<file path="src/rtl/mips_ctrl_pkg.sv">
// Purpose : shared opcode constants, memory/PC limits and sequencer state type for the MIPS control slice.
// Latency : n/a (declarations only).
// Backpressure: n/a.
package mips_ctrl_pkg;

    localparam logic [5:0]  OP_MOV1   = 6'd56;     // single extra-cycle move
    localparam logic [5:0]  OP_MVLD   = 6'd57;     // move-load: reads the source
    localparam logic [5:0]  OP_MVST   = 6'd58;     // move-store: writes the destination

    localparam logic [15:0] MEM_TOP   = 16'd32764; // highest memory byte address; above is IO
    localparam logic [31:0] PC_LIMIT  = 32'd32764; // first illegal PC value
    localparam logic [1:0]  LONG_HOLD = 2'd3;      // hold cycles when memory is on both sides

    typedef enum logic {
        IDLE = 1'b0,
        HOLD = 1'b1
    } seq_state_t;

endpackage

</file>
<file path="src/rtl/move_hold_decoder.sv">
// Purpose : maps an opcode/move address to its PC hold count, next src_is_mem flag and transfer type.
// Latency : purely combinational, 0 cycles.
// Backpressure: none; the caller decides when the decode is consumed.
//
// Ports:
//   op_code        - opcode of the instruction being decoded
//   move_data      - source or destination byte address (unsigned)
//   src_is_mem     - flag left by the most recent op 57
//   hold_n         - number of cycles the PC must be held (0 = no hold)
//   src_is_mem_nxt - value src_is_mem takes if this decode is accepted
//   is_xfer        - op is a two-phase transfer (57 or 58)
module move_hold_decoder
    import mips_ctrl_pkg::*;
(
    input  logic [5:0]  op_code,
    input  logic [15:0] move_data,
    input  logic        src_is_mem,
    output logic [1:0]  hold_n,
    output logic        src_is_mem_nxt,
    output logic        is_xfer
);

    logic addr_is_mem;

    // Addresses up to and including MEM_TOP are memory; anything above is IO.
    assign addr_is_mem = (move_data <= MEM_TOP);

    always_comb begin
        hold_n         = 2'd0;
        src_is_mem_nxt = src_is_mem;
        is_xfer        = 1'b0;
        case (op_code)
            OP_MOV1: begin
                hold_n = 2'd1;
            end
            OP_MVLD: begin
                hold_n         = LONG_HOLD;
                src_is_mem_nxt = addr_is_mem;
                is_xfer        = 1'b1;
            end
            OP_MVST: begin
                // Memory-to-memory store needs the long hold; any IO side is a short one.
                hold_n         = (addr_is_mem && src_is_mem) ? LONG_HOLD : 2'd1;
                src_is_mem_nxt = 1'b0;
                is_xfer        = 1'b1;
            end
            default: begin
                hold_n = 2'd0;
            end
        endcase
    end

endmodule

</file>
<file path="src/rtl/multicycle_move_sequencer.sv">
// Purpose : holds the PC for multi-cycle move instructions, sequences read/write phases, raises sticky halt.
// Latency : pc_hold is Mealy in the decode cycle; an N-cycle hold occupies N+1 cycles in total.
// Backpressure: new instructions are ignored while busy or halted; pc_hold stalls the fetch side.
//
// Ports:
//   clk, rst      - rising-edge clock, asynchronous active-high reset
//   instr_valid   - op_code/move_data describe a newly fetched instruction
//   op_code       - opcode of the current instruction
//   move_data     - source/destination byte address of the move
//   pc_next       - PC value about to be loaded
//   pc_hold       - PC must not advance at the next edge
//   rd_phase      - decode cycle of op 57/58 (source read)
//   wr_phase      - final cycle of op 57/58 (destination write)
//   src_is_mem    - last op 57 read from memory
//   busy          - sequencer is in HOLD
//   halt          - sticky: pc_next reached PC_LIMIT
module multicycle_move_sequencer
    import mips_ctrl_pkg::*;
(
    input  logic        clk,
    input  logic        rst,
    input  logic        instr_valid,
    input  logic [5:0]  op_code,
    input  logic [15:0] move_data,
    input  logic [31:0] pc_next,
    output logic        pc_hold,
    output logic        rd_phase,
    output logic        wr_phase,
    output logic        src_is_mem,
    output logic        busy,
    output logic        halt
);

    seq_state_t state, state_nxt;
    logic [1:0] cnt, cnt_nxt;
    logic       src_is_mem_q;
    logic       halt_q;
    logic       xfer_q;        // latched at decode: current hold belongs to a 57/58

    logic [1:0] dec_hold_n;
    logic       dec_src_nxt;
    logic       dec_is_xfer;
    logic       decode_en;
    logic       hold_raw;      // hold demanded by sequencing, before halt forcing
    logic       halt_set;

    move_hold_decoder u_dec (
        .op_code        (op_code),
        .move_data      (move_data),
        .src_is_mem     (src_is_mem_q),
        .hold_n         (dec_hold_n),
        .src_is_mem_nxt (dec_src_nxt),
        .is_xfer        (dec_is_xfer)
    );

    // Decodes only happen from IDLE and never once halted.
    assign decode_en = (state == IDLE) && instr_valid && !halt_q;

    // Halt is only evaluated on cycles where the PC would actually advance.
    assign halt_set  = (pc_next >= PC_LIMIT) && !hold_raw;

    // State register
    always_ff @(posedge clk or posedge rst) begin
        if (rst) begin
            state        <= IDLE;
            cnt          <= 2'd0;
            src_is_mem_q <= 1'b0;
            halt_q       <= 1'b0;
            xfer_q       <= 1'b0;
        end else begin
            state <= state_nxt;
            cnt   <= cnt_nxt;
            if (decode_en) begin
                src_is_mem_q <= dec_src_nxt;
                xfer_q       <= dec_is_xfer;
            end
            if (halt_set) begin
                halt_q <= 1'b1;
            end
        end
    end

    // Next-state logic
    always_comb begin
        state_nxt = state;
        cnt_nxt   = cnt;
        case (state)
            IDLE: begin
                if (decode_en && (dec_hold_n != 2'd0)) begin
                    state_nxt = HOLD;
                    cnt_nxt   = dec_hold_n - 2'd1;
                end
            end
            HOLD: begin
                if (cnt == 2'd0) begin
                    state_nxt = IDLE;
                end else begin
                    cnt_nxt = cnt - 2'd1;
                end
            end
            default: begin
                state_nxt = IDLE;
                cnt_nxt   = 2'd0;
            end
        endcase
    end

    // Output logic
    always_comb begin
        hold_raw = 1'b0;
        rd_phase = 1'b0;
        wr_phase = 1'b0;
        case (state)
            IDLE: begin
                hold_raw = decode_en && (dec_hold_n != 2'd0);
                rd_phase = decode_en && dec_is_xfer;
            end
            HOLD: begin
                hold_raw = (cnt != 2'd0);
                wr_phase = (cnt == 2'd0) && xfer_q;
            end
            default: begin
                hold_raw = 1'b0;
            end
        endcase
    end

    assign pc_hold    = hold_raw || halt_q;
    assign busy       = (state == HOLD);
    assign src_is_mem = src_is_mem_q;
    assign halt       = halt_q;

endmodule

</file>
<file path="config.mk">
export PLATFORM = sky130hd
export DESIGN_NAME = multicycle_move_sequencer
export DESIGN_NICKNAME = d
export VERILOG_FILES = /design/src/rtl/mips_ctrl_pkg.sv /design/src/rtl/move_hold_decoder.sv /design/src/rtl/multicycle_move_sequencer.sv
export SDC_FILE = /design/constraint.sdc
export NUM_CORES = 1
export LEC_CHECK = 0
export CAP_MARGIN = 20
export CORE_UTILIZATION = 21
export CTS_CLUSTER_SIZE = 10
export DETAILED_ROUTE_END_ITERATION = 16
export HOLD_SLACK_MARGIN = 0.05
export PLACE_DENSITY = 0.78
export SETUP_SLACK_MARGIN = 0.3
export SYNTH_ARGS = -nofsm -noshare
export SYNTH_HDL_FRONTEND = slang
export SYNTH_SLANG_ARGS = --single-unit
</file>
<file path="constraint.sdc">
create_clock -name clk -period 1.3 [get_ports clk]
set_clock_uncertainty 0.05 [all_clocks]
set_input_delay 0.325 -clock clk [delete_from_list [all_inputs] [get_ports clk]]
set_output_delay 0.325 -clock clk [all_outputs]
set_load 0.03 [all_outputs]
</file>
==> key figures <==
Status
  – Status: complete, but fails checks
  – Failing checks: setup timing

Synthesis
  – Warnings from Yosys: 0
  – Mapped Avg Cell Area: 8.73 µm²
  – Main area contributors after synthesis: dfrtp_1 34%, nand4_1 7.2%, nor4_1 7.2%
  – Mapped Area: 437 µm²
  – Post-synth ARST share: 100%
  – Yosys reg bits: 6
  – Syn_nets: 107
  – Post-synthesis sequential area ratio: 34.4%
  – Cells after Synth: 50
  – Netlist cell types: 23
  – Cell taking the most area after synthesis: dfrtp_1
  – Top post-synthesis cells by count: 6 x dfrtp_1, 6 x nand2_1, 5 x nand4_1, 5 x nor4_1, 4 x inv_1
  – Share of the synthesized area in the top cell type: 34.4%
  – Primary FF master, synth: dfrtp_1
  – Post-synth EDFFs: 0

Pwr
  – Power Density: 424 nW/µm²
  – LEAKAGE: 0.566 nW
  – Peak supply drop: 0.259 mV

Critical path
  – Crit-path max cell delay: 0.42 ns
  – Endpoint class of the critical path: output pin
  – Crit-path cells: nor3b_4, nand3_2, nand3_4, buf_6
  – Crit Path Max Fanout: 3
  – CP required: 0.93 ns
  – Top delay family on crit path: simple AND/OR/NAND/NOR gates
  – Critical Path AT: 1.26 ns
  – Worst reg-to-reg setup slack: -0.26 ns
  – Worst setup SP type: flip-flop
  – Critical path launch point: halt
  – CP max stage cell: dfrtp_2
  – RR Startpoint: halt
  – Buf/Inv on CP: 1
  – CP Class: flip-flop to output pin

Clock tree
  – H-tree depth: 1
  – Clock Sinks: 6
  – Worst-path clk slew: 0.05 ns
  – Post-CTS Hold Buffers: 0
  – CTS Root Cell: clkbuf_4
  – Clock latency on the worst-skew pair: 0.24 ns
  – TritonCTS buffer count: 3
  – CTS tree: built
  – Max Root-Sink Buffers: 2

Placement
  – Placed cell count: 148
  – Dpl hpwl: 1630 µm
  – Input/output buffers: 60
  – GPL Wtd Cong: 0.709
  – Place WS: -0.557 ns

Timing
  – Worst-Margin Slew: 0.279 ns
  – Final hold violations: 0
  – Final setup margin: -0.337 ns
  – RSZ-0062 raised after global routing: true
  – Setup Viol. Count Final: 7
  – Period utilization: 126%
  – Period minus WS final: 1.64 ns
  – Max-slew headroom: 81.3%
  – Fin. max-slew vios: 0
  – Max Fclk: 0.611 GHz

Routing
  – Total detailed-routing wirelength: 1940 µm
  – Routed WL per cell: 12.3 µm
  – Number of remaining DRC errors: 0
  – DR vias: 722
  – DR iter-0 viols: 7
  – DR pass1 iterations: 4
  – Final ANT Viol Nets: 0
  – Drt via density: 4.60

Final layout
  – Antenna cells: 0
  – Finished Core Util: 66.5%
  – Area Overhead vs Synth: 199%
  – Layout cells sized above 1: 36.2%
  – Final #Nets: 189
  – Final Non-Filler Cells: 157

Die
  – FP Rows: 16
  – Initial core utilization: 22.3%
  – Chip Width: 47.6 µm
  – Die Y: 47.6 µm
  – Ports: 63
  – Core area: 1960 µm²
  – Die Area: 2270 µm²

Global route
  – Total Routing Usage GR: 18.2%
  – Initial antenna violation count: 0
  – Number of global-route vias before repair: 710
  – GR Overflow Total: 0
  – Largest net degree at the start of global routing: 7
  – First-pass GRT wire length: 2830 µm

Job
  – Max_cap viols: 0

Hold path
  – Worst min path class: input port to asynchronous set/reset pin
timing repair:
| item | CTS | global route |
|---|---|---|
| setup buffers | 4 | 2 |
| resized for setup | 49 | 3 |
| pin swaps | 20 | 7 |
| setup endpoints to repair | 12 | 12 |
| gates cloned | 0 | 0 |
cell type report:
cell class                 count  area [µm²]
timing repair buffer          77         702
clock buffer                   3        22.5
multi-input combinational     40         378
sequential                     6         153
fill                         196         658
inverter                       4        15.0
tap                           27        33.8
registers in the layout, summed over array words and instances (netlist names):
| register | flops |
|---|---|
| xfer_q | 1 |
| src_is_mem | 1 |
| busy | 1 |
| halt | 1 |
| cnt | 2 |
path summary, 6_finish.rpt:
kind                               to  cells past startpoint
max                           pc_hold                      4
min                            cnt[0]                      2
max reg2reg                src_is_mem                      6
min reg2reg                    xfer_q                      2
max in group asynchronous        halt                      2
min in group clk               xfer_q                      2
metal layers:
metal	GRT usage [%]	wire, µm	up-vias
met5	0	0	-
li1	-	-	359
met1	22.4	757	333
met2	31.5	1090	28
met3	2.26	62	2
met4	8.33	26	0
power breakdown:
part | switching (mW) | leakage, nW | internal [mW]
clock | 0.0654 | 0.0138 | 0.104
combinational | 0.0584 | 0.483 | 0.134
sequential | 0.000992 | 0.0689 | 0.190
total | 0.125 | 0.566 | 0.428
worst reg2reg max path: cells and delay by family (launching register included):
family                 cells  cell delay (ns)
AND/OR/NAND/NOR            2             0.37
flip-flops                 1             0.42
buffers and inverters      2             0.26
AO/OA/AOI/OAI              2             0.39
kinds of logic (layout without fill, tap and decap cells):
family | Yosys count | count (layout) | synth area share [%]
AOI/OAI and AO/OA | 9 | 9 | 16.3
buffers and inverters | 4 | 84 | 3.44
and+or+nand+nor | 29 | 29 | 41.5
xor gates and xnor gates | 1 | 1 | 2.01
DFF | 6 | 6 | 34.4
muxes | 1 | 1 | 2.29
cell usage in the layout (no fill, tap or decap), types with 2 or more instances in the layout:
master,instances
clkdlybuf4s50_1,21
nor4_4,3
o21ai_0,2
clkbuf_4,3
dlygate4sd2_1,33
dfrtp_2,2
nor4_2,3
nand2_2,2
nand3_2,2
inv_1,4
buf_4,15
dfrtp_1,4
nand4_1,5
nand2_1,5
buf_6,8
o211ai_1,2
metrics by stage:
stage / TNS, ns / hold slack, ns / cell area (µm²) / power (mW)
floorplan: -0.501 / 0.0658 / 482 / 0.222
global placement: -3.04 / 0.490 / 1180 / 0.400
detailed placement: -3.21 / 0.512 / 1180 / 0.406
CTS: -1.27 / 0.262 / 1270 / 0.555
global route: -1.81 / 0.300 / 1300 / 0.591
finish: -1.46 / 0.258 / 1300 / 0.553
Note: power is estimated with default switching activity, not from simulation.
